### config.mk
export PLATFORM = sky130hd
export DESIGN_NAME = actor_motion_ctrl
export DESIGN_NICKNAME = d
export VERILOG_FILES = /design/src/rtl/actor_motion_ctrl.sv
export SDC_FILE = /design/constraint.sdc
export NUM_CORES = 1
export LEC_CHECK = 0
export BUFFER_PORTS_ARGS = -buffer_cell sky130_fd_sc_hd__buf_2
export CORE_MARGIN = 1.5
export CORE_UTILIZATION = 51
export CTS_CLUSTER_DIAMETER = 30
export CTS_CLUSTER_SIZE = 12
export DETAILED_ROUTE_END_ITERATION = 16
export GPL_ROUTABILITY_DRIVEN = 0
export PLACE_DENSITY = 0.85
export SYNTH_ARGS = -nofsm -noshare
export SYNTH_HDL_FRONTEND = slang
export SYNTH_SLANG_ARGS = --single-unit
### constraint.sdc
create_clock -name Clk -period 5.6 [get_ports Clk]
set_input_delay 0.28 -clock Clk [delete_from_list [all_inputs] [get_ports Clk]]
set_output_delay 0.28 -clock Clk [all_outputs]
set_load 0.03 [all_outputs]
### src/rtl/actor_motion_ctrl.sv
// rtl/actor_motion_ctrl.sv - movement, turn buffering and mouth animation for one maze actor
//
// Purpose:
//   Turns a USB keycode into a buffered direction request. On each frame tick
//   it adopts the request when the maze allows it, steps the pixel position,
//   sequences the mouth/facing sprite index, and flags the pixels that fall
//   inside the actor's hit box.
//
// Ports:
//   Clk         system clock; frame_clk is sampled in this domain, not used as a clock
//   Reset_n     synchronous active-low reset
//   frame_clk   ~60 Hz frame strobe, asynchronous level
//   DrawX/DrawY current pixel coordinate from the VGA scan
//   keycode     USB keycode (0x04 left, 0x1A up, 0x07 right, 0x16 down)
//   open_mask   passable neighbour tiles: bit0 left, bit1 up, bit2 right, bit3 down
//   is_actor    current pixel lies inside the hit box
//   sprite_idx  sprite ROM select
//   PosX/PosY   actor position
//   Dir         0 none, 1 left, 2 up, 3 right, 4 down
//   moving      actor advanced on the last tick
//
// Build option:
//   TUNNEL_WRAP_EN  when defined, leaving past X_MIN/X_MAX wraps to the opposite
//                   edge; otherwise the actor clamps there and counts as blocked.

module actor_motion_ctrl #(
  parameter int POS_W           = 10,
  parameter int START_X         = 228,
  parameter int START_Y         = 336,
  parameter int ORG_X           = 4,
  parameter int ORG_Y           = 0,
  parameter int TILE_LOG2       = 3,
  parameter int STEP            = 1,
  parameter int SPRITE_W        = 24,
  parameter int Y_OFS           = 6,
  parameter int FRAMES_PER_STEP = 2,
  parameter int X_MIN           = 0,
  parameter int X_MAX           = 440
) (
  input  logic             Clk,
  input  logic             Reset_n,
  input  logic             frame_clk,
  input  logic [POS_W-1:0] DrawX,
  input  logic [POS_W-1:0] DrawY,
  input  logic [7:0]       keycode,
  input  logic [3:0]       open_mask,
  output logic             is_actor,
  output logic [3:0]       sprite_idx,
  output logic [POS_W-1:0] PosX,
  output logic [POS_W-1:0] PosY,
  output logic [2:0]       Dir,
  output logic             moving
);

  localparam int HOLD_W = (FRAMES_PER_STEP > 1) ? $clog2(FRAMES_PER_STEP) : 1;

  localparam logic [POS_W-1:0]  START_X_V  = POS_W'(START_X);
  localparam logic [POS_W-1:0]  START_Y_V  = POS_W'(START_Y);
  localparam logic [POS_W-1:0]  ORG_X_V    = POS_W'(ORG_X);
  localparam logic [POS_W-1:0]  ORG_Y_V    = POS_W'(ORG_Y);
  localparam logic [POS_W-1:0]  STEP_V     = POS_W'(STEP);
  localparam logic [POS_W-1:0]  SPRITE_W_V = POS_W'(SPRITE_W);
  localparam logic [POS_W-1:0]  Y_OFS_V    = POS_W'(Y_OFS);
  localparam logic [POS_W-1:0]  X_MIN_V    = POS_W'(X_MIN);
  localparam logic [POS_W-1:0]  X_MAX_V    = POS_W'(X_MAX);
  localparam logic [POS_W-1:0]  TILE_MASK  = POS_W'((1 << TILE_LOG2) - 1);
  localparam logic [HOLD_W-1:0] HOLD_LAST  = HOLD_W'(FRAMES_PER_STEP - 1);

  localparam logic [2:0] D_NONE  = 3'd0;
  localparam logic [2:0] D_LEFT  = 3'd1;
  localparam logic [2:0] D_UP    = 3'd2;
  localparam logic [2:0] D_RIGHT = 3'd3;
  localparam logic [2:0] D_DOWN  = 3'd4;

  function automatic logic dir_open(input logic [3:0] mask, input logic [2:0] d);
    case (d)
      D_LEFT:  dir_open = mask[0];
      D_UP:    dir_open = mask[1];
      D_RIGHT: dir_open = mask[2];
      D_DOWN:  dir_open = mask[3];
      default: dir_open = 1'b0;
    endcase
  endfunction

  function automatic logic [2:0] dir_rev(input logic [2:0] d);
    case (d)
      D_LEFT:  dir_rev = D_RIGHT;
      D_UP:    dir_rev = D_DOWN;
      D_RIGHT: dir_rev = D_LEFT;
      D_DOWN:  dir_rev = D_UP;
      default: dir_rev = D_NONE;
    endcase
  endfunction

  // Full-mouth frames sit at 0/1/4/5; the matching half-mouth frame is +2.
  function automatic logic [3:0] sprite_of(input logic [2:0] d, input logic [1:0] s);
    logic [3:0] full_idx;
    case (d)
      D_LEFT:  full_idx = 4'd0;
      D_UP:    full_idx = 4'd1;
      D_RIGHT: full_idx = 4'd4;
      D_DOWN:  full_idx = 4'd5;
      default: full_idx = 4'd8;
    endcase
    if (s == 2'd0 || full_idx == 4'd8) sprite_of = 4'd8;
    else if (s == 2'd2)               sprite_of = full_idx;
    else                              sprite_of = full_idx + 4'd2;
  endfunction

  // frame_clk synchroniser and rising-edge detector
  logic sync1, sync2, delay;
  logic tick;
  assign tick = sync2 & ~delay;

  logic [2:0]        pending;
  logic [1:0]        step;
  logic [HOLD_W-1:0] hold;

  logic [2:0] key_dir;
  always_comb begin
    key_dir = D_NONE;
    case (keycode)
      8'h04:   key_dir = D_LEFT;
      8'h1A:   key_dir = D_UP;
      8'h07:   key_dir = D_RIGHT;
      8'h16:   key_dir = D_DOWN;
      default: key_dir = D_NONE;
    endcase
  end

  logic             aligned;
  logic             turn;
  logic [2:0]       nxt_dir;
  logic [POS_W-1:0] nxt_x, nxt_y;
  logic             nxt_mov;
  logic [1:0]       nxt_step;
  logic [HOLD_W-1:0] nxt_hold;

  always_comb begin
    aligned  = (((PosX - ORG_X_V) & TILE_MASK) == '0) &&
               (((PosY - ORG_Y_V) & TILE_MASK) == '0);
    turn     = (pending != D_NONE) && (pending != Dir) &&
               ((pending == dir_rev(Dir)) || (aligned && dir_open(open_mask, pending)));
    nxt_dir  = turn ? pending : Dir;
    nxt_x    = PosX;
    nxt_y    = PosY;
    nxt_mov  = 1'b0;

    if (nxt_dir != D_NONE && (!aligned || dir_open(open_mask, nxt_dir))) begin
      nxt_mov = 1'b1;
      case (nxt_dir)
        D_LEFT: begin
          if (PosX < X_MIN_V + STEP_V) begin
`ifdef TUNNEL_WRAP_EN
            nxt_x = X_MAX_V;
`else
            nxt_x   = X_MIN_V;
            nxt_mov = (PosX != X_MIN_V);
`endif
          end else begin
            nxt_x = PosX - STEP_V;
          end
        end
        D_RIGHT: begin
          if (PosX > X_MAX_V - STEP_V) begin
`ifdef TUNNEL_WRAP_EN
            nxt_x = X_MIN_V;
`else
            nxt_x   = X_MAX_V;
            nxt_mov = (PosX != X_MAX_V);
`endif
          end else begin
            nxt_x = PosX + STEP_V;
          end
        end
        D_UP:    nxt_y = PosY - STEP_V;
        default: nxt_y = PosY + STEP_V;
      endcase
    end

    // A turn restarts the mouth at half-open; otherwise the mouth only
    // advances while the actor is actually moving.
    nxt_step = step;
    nxt_hold = hold;
    if (turn) begin
      nxt_step = 2'd1;
      nxt_hold = '0;
    end else if (nxt_mov) begin
      if (hold == HOLD_LAST) begin
        nxt_step = step + 2'd1;
        nxt_hold = '0;
      end else begin
        nxt_hold = hold + HOLD_W'(1);
      end
    end
  end

  always_ff @(posedge Clk) begin
    if (!Reset_n) begin
      sync1      <= 1'b0;
      sync2      <= 1'b0;
      delay      <= 1'b0;
      pending    <= D_NONE;
      Dir        <= D_NONE;
      PosX       <= START_X_V;
      PosY       <= START_Y_V;
      moving     <= 1'b0;
      step       <= 2'd0;
      hold       <= '0;
      sprite_idx <= 4'd8;
    end else begin
      sync1 <= frame_clk;
      sync2 <= sync1;
      delay <= sync2;

      // A fresh key overrides the clear so a press on the adopting tick survives.
      if (key_dir != D_NONE)  pending <= key_dir;
      else if (tick && turn)  pending <= D_NONE;

      if (tick) begin
        Dir        <= nxt_dir;
        PosX       <= nxt_x;
        PosY       <= nxt_y;
        moving     <= nxt_mov;
        step       <= nxt_step;
        hold       <= nxt_hold;
        sprite_idx <= sprite_of(nxt_dir, nxt_step);
      end
    end
  end

  // Unsigned differences: pixels left of or above the box wrap to large values.
  logic [POS_W-1:0] dx, dy;
  always_comb begin
    dx       = DrawX - PosX;
    dy       = DrawY - PosY - Y_OFS_V;
    is_actor = (dx < SPRITE_W_V) && (dy < SPRITE_W_V);
  end

endmodule

==> results.cfg <==
[detailed_routing]
wl_um = 10030
dr_total_vias = 3973
wl_per_cell_um = 15.79
viasPerCell = 6.257
antenna_left = 0
post-route-drc-count = 0
drtPass1Iterations = 5
drtIter0Drc = 419

[layout]
n_antenna_cell = 0
drive_gt1_share_pct = 17.63
fin_nets = 608
finalNonFillerCells = 635
area_growth_pct = 12.09

[timing]
setup-tns-final_ps = 0
worstMarginPinSlew_ps = 728.5
hold_violations = 0
fin_crit_sh_pct = 80.23
finalSetupViolations = 0
rsz0062_at_grt = no
slew_headroom_pct = 51.38
fin_crit_ps = 4493
final_max_slew_viol_count = 0
max_clock_freq_mhz = 222.6
clock_skew_ps = 10.89

[synthesis]
synth_common_cells = nand2_1, inv_1, dfxtp_1
post-synth-top-area-fraction_pct = 20.04
synth_area_um2 = 3696
yosysMostFrequentCell = nand2_1
ys_seq_area_share_pct = 20.04
synth_cell_types = 76
synth_top_cell_by_area = dfxtp_1
yosys_warnings = 0
synthCells = 489
synthTopCellsByArea = dfxtp_1, ha_1, nand2_1
synth_edf_count = 0
synth_flop_cell = dfxtp_1
ys_seq_elements = 37
synthesis.nets = 559
synthArstFlopShare_pct = 0
synth_area_per_cell_um2 = 7.558

[pwr]
vdd_drop_max_v = 0.0001305
p_leak_nw = 1.792
powerDensity_nw_per_um2 = 132.8
power.share.clock_pct = 38.6
p_seq_share_pct = 48.2
swShare_pct = 27.89
intPower_uw = 396.6
p_switching_uw = 153.4
pwr-share-comb_pct = 13.2

[global_routing]
grtUsageTotal_pct = 26.89
met1_usage_pct = 33.47
met2_usage_pct = 44.90
grt_pass1_vias = 3767
use_met3_pct = 4.430
grt_max_degree = 31
antenna_found_initial = 0
grt_pass1_wl_um = 16770
overflow = 0
busiest_layer = met2

[floorplanning]
dieArea_um2 = 7767
core_area_um2 = 6907
row_count = 30
die_y_um = 88.13
die_w_um = 88.13
ioPinCount = 64
start_util_pct = 53.51

[cts]
cts_sinks = 37
cts_hold_buf = 0
cts_setup_buffers = 0
cts_tree = yes
insertion_delay_ps = 310
clock_path_buffers = 2
cts.repair.resized = 0
clkSlewWorstSetupHoldPaths_ps = 90
cts_max_level = 2
numCtsBuffers = 5
cts_root_buffer = clkbuf_8

[setup_path]
crit_type = register to register
start_kind = register
worst_ep_arrival_time_ps = 4730
cp-end-kind = register
required_ps = 5840
critPathMaxFanout = 10

[place]
dp_cells = 627
io_buffer_count = 63
hpwlAfterDp_um = 7448

[flow_run]
cap_violations = 0

[outcome]
status = finished, final reports clean

[hold_path]
hp-class = primary input to register
## cells by family after synthesis
logic type | synth area share (%)
flops | 20.04
fa+ha+maj | 12.05
compound gates | 25.90
xor+xnor | 4.265
simple gates | 26.00
mux | 3.859
buf+inv | 7.887
## critical path: stages, from the launching register on
cell and delay (ps):
dfxtp_1 360, inv_1 190, ha_1 240, nor4b_1 400, nand2_1 160, o22ai_2 310, nand4_1 200, a22o_1 260
a21oi_1 170, buf_4 210, ha_1 250, a21o_1 170, a21oi_1 220, nor2b_1 70, o21ai_0 200, a21oi_1 140
a31o_2 270, xnor2_1 110, nor4_1 250, mux2i_1 220
## through the flow
step	instance area, um^2	hold slack (ps)	utilization [%]	power, mW	worst slack [ps]
after floorplan	3696	407.3	-	0.3181	1318
after global placement	4046	415.2	58.59	0.3390	1549
after detailed placement	4046	427.5	58.59	0.3423	1231
after CTS	4143	180.3	59.98	0.5500	1163
after global routing	4143	190.8	59.98	0.5693	706.1
final	4143	181.0	59.98	0.5500	1107
## cell usage in the layout (no fill, tap or decap), types with 4 or more instances in the layout
| master | netlist | routed |
|---|---|---|
| a41oi_1 | 4 | 4 |
| nor4_1 | 10 | 10 |
| nor3_1 | 17 | 17 |
| o31ai_1 | 4 | 4 |
| or3_1 | 4 | 4 |
| nand2_1 | 49 | 49 |
| buf_2 | 11 | 63 |
| clkbuf_8 | 0 | 6 |
| ha_1 | 34 | 34 |
| a211oi_1 | 4 | 4 |
| dfxtp_1 | 37 | 37 |
| mux2i_1 | 12 | 12 |
| inv_1 | 47 | 47 |
| and2_1 | 6 | 6 |
| a311oi_1 | 5 | 5 |
| xor2_1 | 6 | 6 |
| nand3_1 | 26 | 26 |
| a21oi_1 | 29 | 29 |
| buf_4 | 0 | 4 |
| nor2_1 | 18 | 18 |
| o21ai_1 | 4 | 4 |
| o21ai_0 | 17 | 17 |
| a21o_1 | 14 | 14 |
| nor2b_1 | 7 | 7 |
| nand2b_1 | 11 | 11 |
| nand4_1 | 10 | 10 |
| a31oi_1 | 5 | 5 |
| xnor2_1 | 12 | 12 |
## worst paths after layout
kind,from,end,slack (ps),cells past startpoint
worst max-delay path,PosX[1],PosY[9],1110,19
worst min-delay path,frame_clk,sync1,180,2
worst max register to register,PosX[1],PosY[9],1110,19
worst min register to register,sync1,sync2,440,1
## power by group through the flow
stage | clock network (mW) | logic, mW | registers [mW]
after floorplan | 0 | 0.0473 | 0.271
after global placement | 0 | 0.0679 | 0.271
after detailed placement | 0 | 0.0711 | 0.271
after CTS | 0.213 | 0.0717 | 0.265
after global routing | 0.223 | 0.0807 | 0.265
final | 0.213 | 0.0724 | 0.265
## registers in the layout, indices dropped and copies added, names as in the netlist
name and count:
moving 1, sync1 1, delay 1, PosX 10, sync2 1, sprite_idx 4, step 2, hold 1
PosY 10, pending 3, Dir 3
## cell type report
| type | count | area (um^2) |
|---|---|---|
| Clock buffer | 6 | 82.58 |
| Clock inverter | 2 | 13.76 |
| Fill cell | 637 | 2764 |
| Inverter | 47 | 176.4 |
| Multi-Input combinational cell | 380 | 2664 |
| Sequential cell | 37 | 740.7 |
| Tap cell | 96 | 120.1 |
| Timing Repair Buffer | 67 | 345.3 |
## routing by layer
| metal | wire, um | vias to the layer above | share of wire (%) |
|---|---|---|---|
| met5 | 0 | - | 0 |
| met4 | 260 | 0 | 2.6 |
| met3 | 747 | 35 | 7.5 |
| met2 | 4837 | 199 | 48 |
| met1 | 4179 | 1834 | 42 |
| li1 | - | 1905 | - |
No activity file was read; power rests on OpenSTA's default activity.
